File: src/rtl/audio_pkg.sv
`default_nettype none
// +--------------------------------------------------------------------+
// | audio_pkg                                                          |
// | Shared audio types, FSM state encoding, default sampling divider   |
// | and the saturating left-shift used by the optional gain stage.     |
// | Revision: 1.0                                                      |
// +--------------------------------------------------------------------+
package audio_pkg;

  // Signed 16-bit PCM sample
  typedef logic signed [15:0] sample_t;

  // Playback FSM states
  typedef enum logic [1:0] {
    ST_IDLE = 2'd0,
    ST_FILL = 2'd1,
    ST_RUN  = 2'd2
  } state_e;

  // 50 MHz / 2273 gives roughly a 22 kHz sampling tick
  localparam int DEFAULT_CLK_DIV = 2273;

  // Arithmetic left shift by 0..3 with saturation to the 16-bit signed range
  function automatic sample_t sat_shl16(input sample_t s, input logic [1:0] sh);
    logic signed [18:0] w;
    w = {{3{s[15]}}, s};
    w = w <<< sh;
    if (w > 19'sd32767) begin
      return 16'sh7fff;
    end else if (w < -19'sd32768) begin
      return 16'sh8000;
    end else begin
      return w[15:0];
    end
  endfunction

endpackage
`default_nettype wire

File: src/rtl/sync_fifo.sv
`default_nettype none
// +--------------------------------------------------------------------+
// | sync_fifo                                                          |
// | Single-clock FIFO with occupancy count. A write while full is      |
// | accepted only when a pop happens in the same cycle. The head entry |
// | is presented combinationally on rd_data.                           |
// | Revision: 1.0                                                      |
// +--------------------------------------------------------------------+
module sync_fifo #(
  parameter int WIDTH = 16,
  parameter int DEPTH = 16
) (
  input  logic                     clk,
  input  logic                     reset,
  input  logic                     clr,
  input  logic                     wr_en,
  input  logic [WIDTH-1:0]         wr_data,
  input  logic                     rd_en,
  output logic [WIDTH-1:0]         rd_data,
  output logic [$clog2(DEPTH):0]   level,
  output logic                     full,
  output logic                     empty
);

  localparam int AW = $clog2(DEPTH);
  localparam int LW = AW + 1;

  logic [WIDTH-1:0] mem_q [DEPTH];
  logic [AW-1:0]    wr_ptr_q, wr_ptr_d;
  logic [AW-1:0]    rd_ptr_q, rd_ptr_d;
  logic [LW-1:0]    count_q, count_d;
  logic             wr_ok;
  logic             rd_ok;

  assign full    = (count_q == LW'(DEPTH));
  assign empty   = (count_q == '0);
  assign level   = count_q;
  assign rd_data = mem_q[rd_ptr_q];

  // A pop frees a slot in the same cycle, so a full FIFO can still take a write
  assign rd_ok = rd_en && !empty;
  assign wr_ok = wr_en && (!full || rd_en);

  // Next pointer and count values; clear wins over any transfer
  always_comb begin
    wr_ptr_d = wr_ptr_q;
    rd_ptr_d = rd_ptr_q;
    count_d  = count_q;
    if (clr) begin
      wr_ptr_d = '0;
      rd_ptr_d = '0;
      count_d  = '0;
    end else begin
      if (wr_ok) begin
        wr_ptr_d = wr_ptr_q + AW'(1);
      end
      if (rd_ok) begin
        rd_ptr_d = rd_ptr_q + AW'(1);
      end
      count_d = count_q + LW'(wr_ok) - LW'(rd_ok);
    end
  end

  // Pointer and count registers
  always_ff @(posedge clk or posedge reset) begin
    if (reset) begin
      wr_ptr_q <= '0;
      rd_ptr_q <= '0;
      count_q  <= '0;
    end else begin
      wr_ptr_q <= wr_ptr_d;
      rd_ptr_q <= rd_ptr_d;
      count_q  <= count_d;
    end
  end

  // Storage array; contents need no reset since the count gates visibility
  always_ff @(posedge clk) begin
    if (wr_ok && !clr) begin
      mem_q[wr_ptr_q] <= wr_data;
    end
  end

endmodule
`default_nettype wire

File: src/rtl/sample_stream_buffer.sv
`default_nettype none
// +--------------------------------------------------------------------+
// | sample_stream_buffer                                               |
// | Elastic sample buffer between the flash reader and the audio path. |
// | Pre-fills before playback, releases one sample per sampling tick,  |
// | re-buffers after an underrun and exports the tick upstream.        |
// | Build option: SAMPLE_GAIN_EN adds gain_shift and a saturating      |
// | left-shift on the popped sample.                                   |
// | Revision: 1.0                                                      |
// +--------------------------------------------------------------------+
module sample_stream_buffer
  import audio_pkg::*;
#(
  parameter int DEPTH       = 16,
  parameter int CLK_DIV     = DEFAULT_CLK_DIV,
  parameter int AFULL_LEVEL = 12,
  parameter int PREFILL     = 8
) (
  input  logic                   CLK50MHZ,
  input  logic                   reset,
  input  logic [15:0]            sample_in,
  input  logic                   sample_wr,
  input  logic                   play,
  input  logic                   flush,
`ifdef SAMPLE_GAIN_EN
  input  logic [1:0]             gain_shift,
`endif
  output logic                   pause,
  output logic                   sample_tick,
  output logic [15:0]            audio_out,
  output logic                   audio_strobe,
  output logic [$clog2(DEPTH):0] level,
  output logic                   underrun,
  output logic                   overflow
);

  localparam int LW    = $clog2(DEPTH) + 1;
  localparam int DIV_W = (CLK_DIV > 1) ? $clog2(CLK_DIV) : 1;
  localparam logic [DIV_W-1:0] DIV_LAST = DIV_W'(CLK_DIV - 1);

  localparam logic [1:0] S_IDLE = ST_IDLE;
  localparam logic [1:0] S_FILL = ST_FILL;
  localparam logic [1:0] S_RUN  = ST_RUN;

  logic [1:0]       state_q, state_d;
  logic [DIV_W-1:0] div_q, div_d;
  logic [15:0]      audio_q, audio_d;
  logic             strobe_q, strobe_d;
  logic             underrun_q, underrun_d;
  logic             overflow_q, overflow_d;
  logic             pause_q, pause_d;

  sample_t          fifo_head;
  sample_t          pop_sample;
  logic [LW-1:0]    fifo_level;
  logic [LW-1:0]    level_next;
  logic             fifo_full;
  logic             fifo_empty;
  logic             tick;
  logic             pop;
  logic             wr_req;
  logic             wr_acc;

  sync_fifo #(
    .WIDTH (16),
    .DEPTH (DEPTH)
  ) u_fifo (
    .clk     (CLK50MHZ),
    .reset   (reset),
    .clr     (flush),
    .wr_en   (wr_req),
    .wr_data (sample_in),
    .rd_en   (pop),
    .rd_data (fifo_head),
    .level   (fifo_level),
    .full    (fifo_full),
    .empty   (fifo_empty)
  );

  assign tick   = (state_q == S_RUN) && (div_q == DIV_LAST);
  // An empty FIFO is never bypassed: the tick becomes an underrun instead
  assign pop    = tick && !fifo_empty && !flush;
  assign wr_req = sample_wr && !flush;
  assign wr_acc = wr_req && (!fifo_full || pop);
  assign level_next = flush ? '0 : (fifo_level + LW'(wr_acc) - LW'(pop));

`ifdef SAMPLE_GAIN_EN
  assign pop_sample = sat_shl16(fifo_head, gain_shift);
`else
  assign pop_sample = fifo_head;
`endif

  assign sample_tick  = tick;
  assign audio_out    = audio_q;
  assign audio_strobe = strobe_q;
  assign level        = fifo_level;
  assign underrun     = underrun_q;
  assign overflow     = overflow_q;
  assign pause        = pause_q;

  // Playback state transitions and the sampling divider that runs only in RUN
  always_comb begin
    state_d = state_q;
    case (state_q)
      S_IDLE: begin
        if (play) state_d = S_FILL;
      end
      S_FILL: begin
        if (!play) state_d = S_IDLE;
        else if (fifo_level >= LW'(PREFILL)) state_d = S_RUN;
      end
      S_RUN: begin
        if (!play) state_d = S_IDLE;
        else if (tick && fifo_empty) state_d = S_FILL;
      end
      default: state_d = S_IDLE;
    endcase
    if (flush) state_d = S_IDLE;

    if ((state_q == S_RUN) && (state_d == S_RUN)) begin
      div_d = tick ? '0 : (div_q + DIV_W'(1));
    end else begin
      div_d = '0;
    end
  end

  // Output sample, strobe, sticky flags and backpressure for the next cycle
  always_comb begin
    audio_d    = audio_q;
    strobe_d   = pop;
    underrun_d = underrun_q;
    overflow_d = overflow_q;
    pause_d    = (level_next >= LW'(AFULL_LEVEL));
    if (flush) begin
      audio_d    = '0;
      strobe_d   = 1'b0;
      underrun_d = 1'b0;
      overflow_d = 1'b0;
      pause_d    = 1'b0;
    end else begin
      if (pop) audio_d = pop_sample;
      if (tick && fifo_empty) underrun_d = 1'b1;
      if (sample_wr && fifo_full && !pop) overflow_d = 1'b1;
    end
  end

  // Control and output registers
  always_ff @(posedge CLK50MHZ or posedge reset) begin
    if (reset) begin
      state_q    <= S_IDLE;
      div_q      <= '0;
      audio_q    <= '0;
      strobe_q   <= 1'b0;
      underrun_q <= 1'b0;
      overflow_q <= 1'b0;
      pause_q    <= 1'b0;
    end else begin
      state_q    <= state_d;
      div_q      <= div_d;
      audio_q    <= audio_d;
      strobe_q   <= strobe_d;
      underrun_q <= underrun_d;
      overflow_q <= overflow_d;
      pause_q    <= pause_d;
    end
  end

endmodule
`default_nettype wire
File: config.mk
export PLATFORM = sky130hd
export DESIGN_NAME = sample_stream_buffer
export DESIGN_NICKNAME = d
export VERILOG_FILES = /design/src/rtl/audio_pkg.sv /design/src/rtl/sync_fifo.sv /design/src/rtl/sample_stream_buffer.sv
export SDC_FILE = /design/constraint.sdc
export NUM_CORES = 1
export LEC_CHECK = 0
export ABC_AREA = 1
export CAP_MARGIN = 15
export CORE_MARGIN = 3
export CORE_UTILIZATION = 44
export CTS_BUF_LIST = sky130_fd_sc_hd__clkbuf_16
export CTS_CLUSTER_SIZE = 30
export DETAILED_ROUTE_END_ITERATION = 16
export PLACE_DENSITY = 0.68
export SLEW_MARGIN = 20
export SYNTH_ARGS = -nofsm -noshare
export SYNTH_HDL_FRONTEND = slang
export SYNTH_SLANG_ARGS = --single-unit
File: constraint.sdc
create_clock -name CLK50MHZ -period 5.7 [get_ports CLK50MHZ]
set_input_delay 0.57 -clock CLK50MHZ [delete_from_list [all_inputs] [get_ports CLK50MHZ]]
set_output_delay 0.57 -clock CLK50MHZ [all_outputs]
set_load 0.01 [all_outputs]
Word level (Yosys, flattened, before mapping) --
Memories as Yosys holds them, arrays and structs flattened. Index checks and enable logic that the tools add are counted. W data, S select, Z words.
Storage, ports and cells: bits in registers 47, bits in writable memories 256, input bits 21, output and inout bits 26, word-level logic and storage cells 72, memories 1
Memory list:
- u_fifo.mem_q | depth 16, bits a word 16, read ports 1, clocked after Yosys merged registers in 0, wr ports 1, RTL line sync_fifo.sv:28 | logic [WIDTH-1:0] mem_q [DEPTH];
Operators by class: add/subtract/negate cells 6, magnitude comparators 2, equality and inequality tests 5, mux-type cells 25, reduce and logical (&&, ||, !) cells 23
Operators by type and width (count):
- $mux W16 | 2
- $mux W12 | 2
- $mux W4 | 4
- $add A12 B1 Y12 const B | 1
- $eq A12 B12 Y1 const B | 1
- $mux W2 | 6
- $logic_and A1 B1 Y1 | 11
- $ge A5 B4 Y1 const B | 2
- $mux W5 | 2
- $reduce_bool A2 Y1 | 5
- $sub A5 B1 Y5 | 2
- $add A4 B1 Y4 const B | 2
- $mux W1 | 8
- $pmux W2 S3 | 1
- $add A5 B1 Y5 | 1
- $eq A5 B5 Y1 const B | 1
- $logic_not A5 Y1 | 1
- $eq A2 B2 Y1 const B | 2
- $logic_not A1 Y1 | 4
- $eq A2 B1 Y1 const B | 1
- $logic_not A2 Y1 | 1
- $logic_or A1 B1 Y1 | 1

Depth between registers and ports, before layout --
depth in word-level cells 11, mapped depth 19

Hierarchy --
A second synthesis with hierarchy kept.
Second synthesis, totals: cells, all modules 1387, area total of the unflattened synthesis 13847.0 um^2
Modules (own cells, without submodules):
- sync_fifo | instances 1, cells each 1160, area an instance 11979.0 um^2, sequential area each 8012.7 um^2
- sample_stream_buffer | instances 1, cells each 227, area an instance 1868.0 um^2, sequential area each 850.8 um^2

Worst setup path before layout --
No wires, ideal clock.
kind reg2reg, start point reg div_q[0], end point mem u_fifo.mem_q[0][0] (enable), arrival time 2.434 ns, required time 5.291 ns, slack 2.856 ns, cell stages (with the launch flop) 10, period minus slack after synthesis 2.844 ns, cells stage by stage dfrtp_1 inv_1 ha_1 nand3_1 nor2_2 nand4_4 nand2_4 nand2_4 buf_6 nor3_1
Between the ends: cells in the longest elaborated chain, start to end 9
RTL lines:
- start, declared | RTL line sample_stream_buffer.sv:46 | logic [DIV_W-1:0] div_q, div_d;
- start signal, assigned | RTL line sample_stream_buffer.sv:159 | div_q <= div_d;
- $eq A12 B12 Y1 | RTL line sample_stream_buffer.sv:80 | assign tick = (state_q == S_RUN) && (div_q == DIV_LAST);
- $logic_and A1 B1 Y1 | RTL line sample_stream_buffer.sv:80
- $logic_and A1 B1 Y1 (2 in a row) | RTL line sample_stream_buffer.sv:82 | assign pop = tick && !fifo_empty && !flush;
- $logic_or A1 B1 Y1 | RTL line sync_fifo.sv:42 | assign wr_ok = wr_en && (!full || rd_en);
- $logic_and A1 B1 Y1 | RTL line sync_fifo.sv:42
- $logic_and A1 B1 Y1 | RTL line sync_fifo.sv:79 | if (wr_ok && !clr) begin
- $mux W1 | RTL line sync_fifo.sv:79
- $mux W1 (not written as such) | RTL line sync_fifo.sv:80 | mem_q[wr_ptr_q] <= wr_data;
- end, declared | RTL line sync_fifo.sv:28
No other way between the ends.

Final worst setup path --
start point in flush, end point reg u_fifo.count_q[4], in the netlist u_fifo.level[4]
Between the ends: cells in the longest elaborated chain, start to end 7, elaborated cells between the ends (all ways) 9
RTL lines:
- start, declared | RTL line sample_stream_buffer.sv:24 | input logic flush,
- $logic_not A1 Y1 | RTL line sample_stream_buffer.sv:82, sample_stream_buffer.sv:83
- $logic_and A1 B1 Y1 | RTL line sample_stream_buffer.sv:82
- $logic_or A1 B1 Y1 | RTL line sync_fifo.sv:42
- $logic_and A1 B1 Y1 | RTL line sync_fifo.sv:42
- $add A5 B1 Y5 | RTL line sync_fifo.sv:60 | count_d = count_q + LW'(wr_ok) - LW'(rd_ok);
- $sub A5 B1 Y5 | RTL line sync_fifo.sv:60
- $mux W5 (*) | RTL line sync_fifo.sv:49 | if (clr) begin
- named net u_fifo.count_d[4] | RTL line sync_fifo.sv:31 | logic [LW-1:0] count_q, count_d;
- end signal, assigned | RTL line sync_fifo.sv:73 | count_q <= count_d;
- end, declared | RTL line sync_fifo.sv:31
The timed path passes the listed nets; every way through them passes the cells marked *. A chain may end at the register's enable or synchronous reset.

==> results_dict.tcl <==
set metrics [dict create \
    run_status "finished clean" \
    pin_count_of_the_biggest_net_entering_global_routing 173 \
    drt_iter0_markers 924 \
    fin_total_pwr_mw 4.61 \
    synth_top_cell_by_area "edfxtp_1" \
    yosys.area.top_type_share_pct 59.9 \
    power.leakage_nw 5.45 \
    reg2reg_from "div_q[0]" \
    vias_per_cell 5.35 \
    min_delay_path_depth 1 \
    critPathRequiredTime_ns 6.10 \
    report.final.hold_viol_count 0 \
    wl_um 29000 \
    final.fill_count 2411 \
    hold_buffers 0 \
    timing.reg2reg.worst_path_depth 17 \
    chipHeight_um 177 \
    route.vias.total 8305 \
    remaining_antenna_violation_count 0 \
    post-route-drc-count 0 \
    initial_antenna_violation_count 0 \
    wire_per_inst_um 18.7 \
    timing.final.crit_share_pct 51.8 \
    worst-path-stages 14 \
    final_layout_size_suffix_gt1_share_pct 7.84 \
    final_core_utilization_pct 52.3 \
    clockBufferDepth 3 \
    finalSetupViolCount 0 \
    critPathLaunchType "input pin" \
    design.die.area_um2 31300 \
    worst_slew_pin_slew_ns 0.942 \
    cpMaxStageDelayCell "clkdlybuf4s50_1" \
    final-instance-count-excl-fill 1552 \
    holdCritPathClass "register to register" \
    vdd_drop_max_v 0.000257 \
    ys.warnings.count 0 \
    post_cts_resized 0 \
    ys_ff_latch 303 \
    cts.repair_timing.setup_buffer_count 0 \
    diodes_inserted 0 \
    tritoncts "yes" \
    worstSetupStartpoint "flush" \
    clkSinkCount 303 \
    crit_path_end_kind "register" \
    dp.final_hpwl_um 18300 \
    dr.pass1.iters 5 \
    clockRootBuffer "clkbuf_16" \
    place_congestion 0.840 \
    whs_ns 0.460 \
    grt_first_pass_wirelength_um 45200 \
    start_util_pct 45.5 \
    delay_of_the_slowest_critical_path_stage_ns 0.68 \
    synthesis.area_per_instance_um2 11.5 \
    grtUsageTotal_pct 18.7 \
    ctsHtreeMaxLevel 2 \
    syn_inst 1114 \
    drv_cap 0 \
    cts_buffers 34 \
    layout_overhead_on_the_synthesized_area_pct 15.0 \
    placement_row_count 61 \
    period_needed_ns 2.95 \
    netlist_area_um2 12800 \
    ioPinCount 47 \
    worst_path_arrival_time_ns 3.35 \
    crit_buf_inv 3 \
    portBuffers 46 \
    totalNegativeSetupSlack_ns 0 \
    synth.lib_cells_used.distinct 29 \
    power_density_nw_per_um2 312 \
    rsz_0062_raised_after_global_routing "no" \
    placedCellCount 1493 \
    critical-path-top-cell-by-count "nand2_1" \
    fp.coreArea_um2 28200 \
    holdCritStartpoint "div_q[0]" \
    clkSlewWorstSetupHoldPaths_ns 0.06 \
    synth_fp_nets 1148 \
    slew_limit_fails 0 \
    fin_skew_ns 0.0195 \
    grt_remaining_overflow 0 \
    first_global_vias 8099 \
    die_width_um 177 \
    synth_sequential_area_ratio_pct 69.0 \
    total_nets_final 1185 \
    max-slew-margin-rel_pct 37.0 \
    worstPathMaxFanout 21 \
    series_of_cell_instances_along_the_critical_path "clkdlybuf4s50_1 > inv_2 > nand4_4 > nand2_4 > nand2_4 > inv_1 > ha_1 > ha_1 > nand2_1 > nand2_1 > nor2_1 > nand2_1 > o21ai_0 > nor2_1" \
    critical_path_class "input pin to register" \
    clock_insertion_delay_at_the_later_pin_of_the_skew_report_ns 0.52 \
    cell_types_occupying_the_most_area_after_synthesis "edfxtp_1, dfrtp_1, nand2_1" \
    timing.fmax_mhz 339 \
    cpLargestDelayFamily "simple AND/OR/NAND/NOR gates" \
]
area by class of cell:
| class | count | area (um2) | area share [%] |
|---|---|---|---|
| Sequential cell | 303 | 8870 | 60.1 |
| Multi-Input combinational cell | 584 | 3160 | 21.4 |
| Clock buffer | 34 | 851 | 5.76 |
| Inverter | 167 | 628 | 4.25 |
| Timing Repair Buffer | 61 | 586 | 3.97 |
| Tap cell | 378 | 473 | 3.20 |
| Clock inverter | 25 | 194 | 1.31 |
placed cells by master, fill, tap and decap left out, types with 2 or more instances in the layout:
cell | synthesis | layout
edfxtp_1 | 256 | 256
nand2_1 | 171 | 171
inv_1 | 162 | 161
nand3_1 | 119 | 119
o211ai_1 | 72 | 72
o21ai_0 | 68 | 68
a21oi_1 | 63 | 63
clkdlybuf4s50_1 | 0 | 46
dfrtp_1 | 47 | 45
clkbuf_16 | 0 | 34
nor2_1 | 32 | 32
clkinv_1 | 2 | 14
buf_4 | 3 | 14
ha_1 | 13 | 13
xor2_1 | 11 | 11
nor3_2 | 0 | 11
nor3_4 | 0 | 5
clkinv_2 | 0 | 5
xnor2_1 | 4 | 4
nand2_2 | 3 | 3
inv_2 | 3 | 3
nand2_4 | 2 | 2
nand4_1 | 2 | 2
nor3_1 | 18 | 2
inv_6 | 0 | 2
clkinvlp_4 | 0 | 2
bufinv_16 | 0 | 2
dfrtp_4 | 0 | 2
per-stage QoR:
step                cell area, um2  setup slack, ns
detailed placement           13700             2.20
floorplan                    12800             2.86
CTS                          14800             2.75
global placement             13700             2.23
finish                       14800             2.75
global route                 14800             2.51
worst paths after layout:
kind	endpoint	slack, ns
setup reg to reg	u_fifo.level[4]	2.88
hold / removal	div_q[0]	0.46
max in group asynchronous	u_fifo.rd_ptr_q[1]	4.61
setup / recovery	u_fifo.level[4]	2.75
hold reg to reg	div_q[0]	0.46
min in group asynchronous	audio_out[1]	0.51
metal layers:
layer / part of all wire (%) / GRT usage (%) / up-vias
li1: - / - / 3925
met1: 44 / 26.2 / 4047
met2: 47 / 29.8 / 288
met3: 6.9 / 3.54 / 45
met4: 2.3 / 5.89 / 0
met5: 0 / 0 / -
synth_stat cells:
cell type,n
inv_2,3
dfrtp_1,47
nand2_1,171
nor2_2,1
edfxtp_1,256
nor2_4,1
nand4_4,1
buf_1,6
nand2_4,2
nor4_1,1
o21a_1,1
nand2_2,3
o21bai_1,1
inv_1,162
buf_6,3
a21oi_1,63
xor2_1,11
nand3_1,119
nor2_1,32
ha_1,13
o211ai_1,72
o21ai_0,68
buf_2,34
buf_4,3
xnor2_1,4
nor3_1,18
nand4_1,2
clkbuf_1,14
clkinv_1,2
worst register-to-register path, delay by kind of cell, from the launching register on:
family	cells	cell delay [ns]
simple gates	10	1.42
flops	1	0.39
fa+ha+maj	3	0.49
buf+inv	3	0.25
compound gates	1	0.16
state kept, by name, indices dropped and copies added (netlist names):
name,cells
overflow,1
pause,1
div_q,12
audio_out,16
u_fifo.wr_ptr_q,4
state_q,2
u_fifo.level,5
audio_strobe,1
u_fifo.mem_q,256
u_fifo.rd_ptr_q,4
underrun,1
report_power, final:
part / switching, mW / leakage [nW] / total [mW] / internal [mW]
registers: 0.00682 / 2.96 / 2.43 / 2.42
clock network: 0.872 / 0.508 / 2.06 / 1.19
logic: 0.0918 / 1.99 / 0.121 / 0.0287
cells by family after synthesis:
| group | after synthesis | share of synthesized area, % |
|---|---|---|
| AND/OR/NAND/NOR | 351 | 12.0 |
| adder cells (fa/ha/maj) | 13 | 1.27 |
| flip-flops | 303 | 69.0 |
| AO/OA/AOI/OAI | 205 | 9.43 |
| XOR/XNOR | 15 | 1.02 |
| buffers and inverters | 227 | 7.23 |
Power figures use the tool's default switching activity.
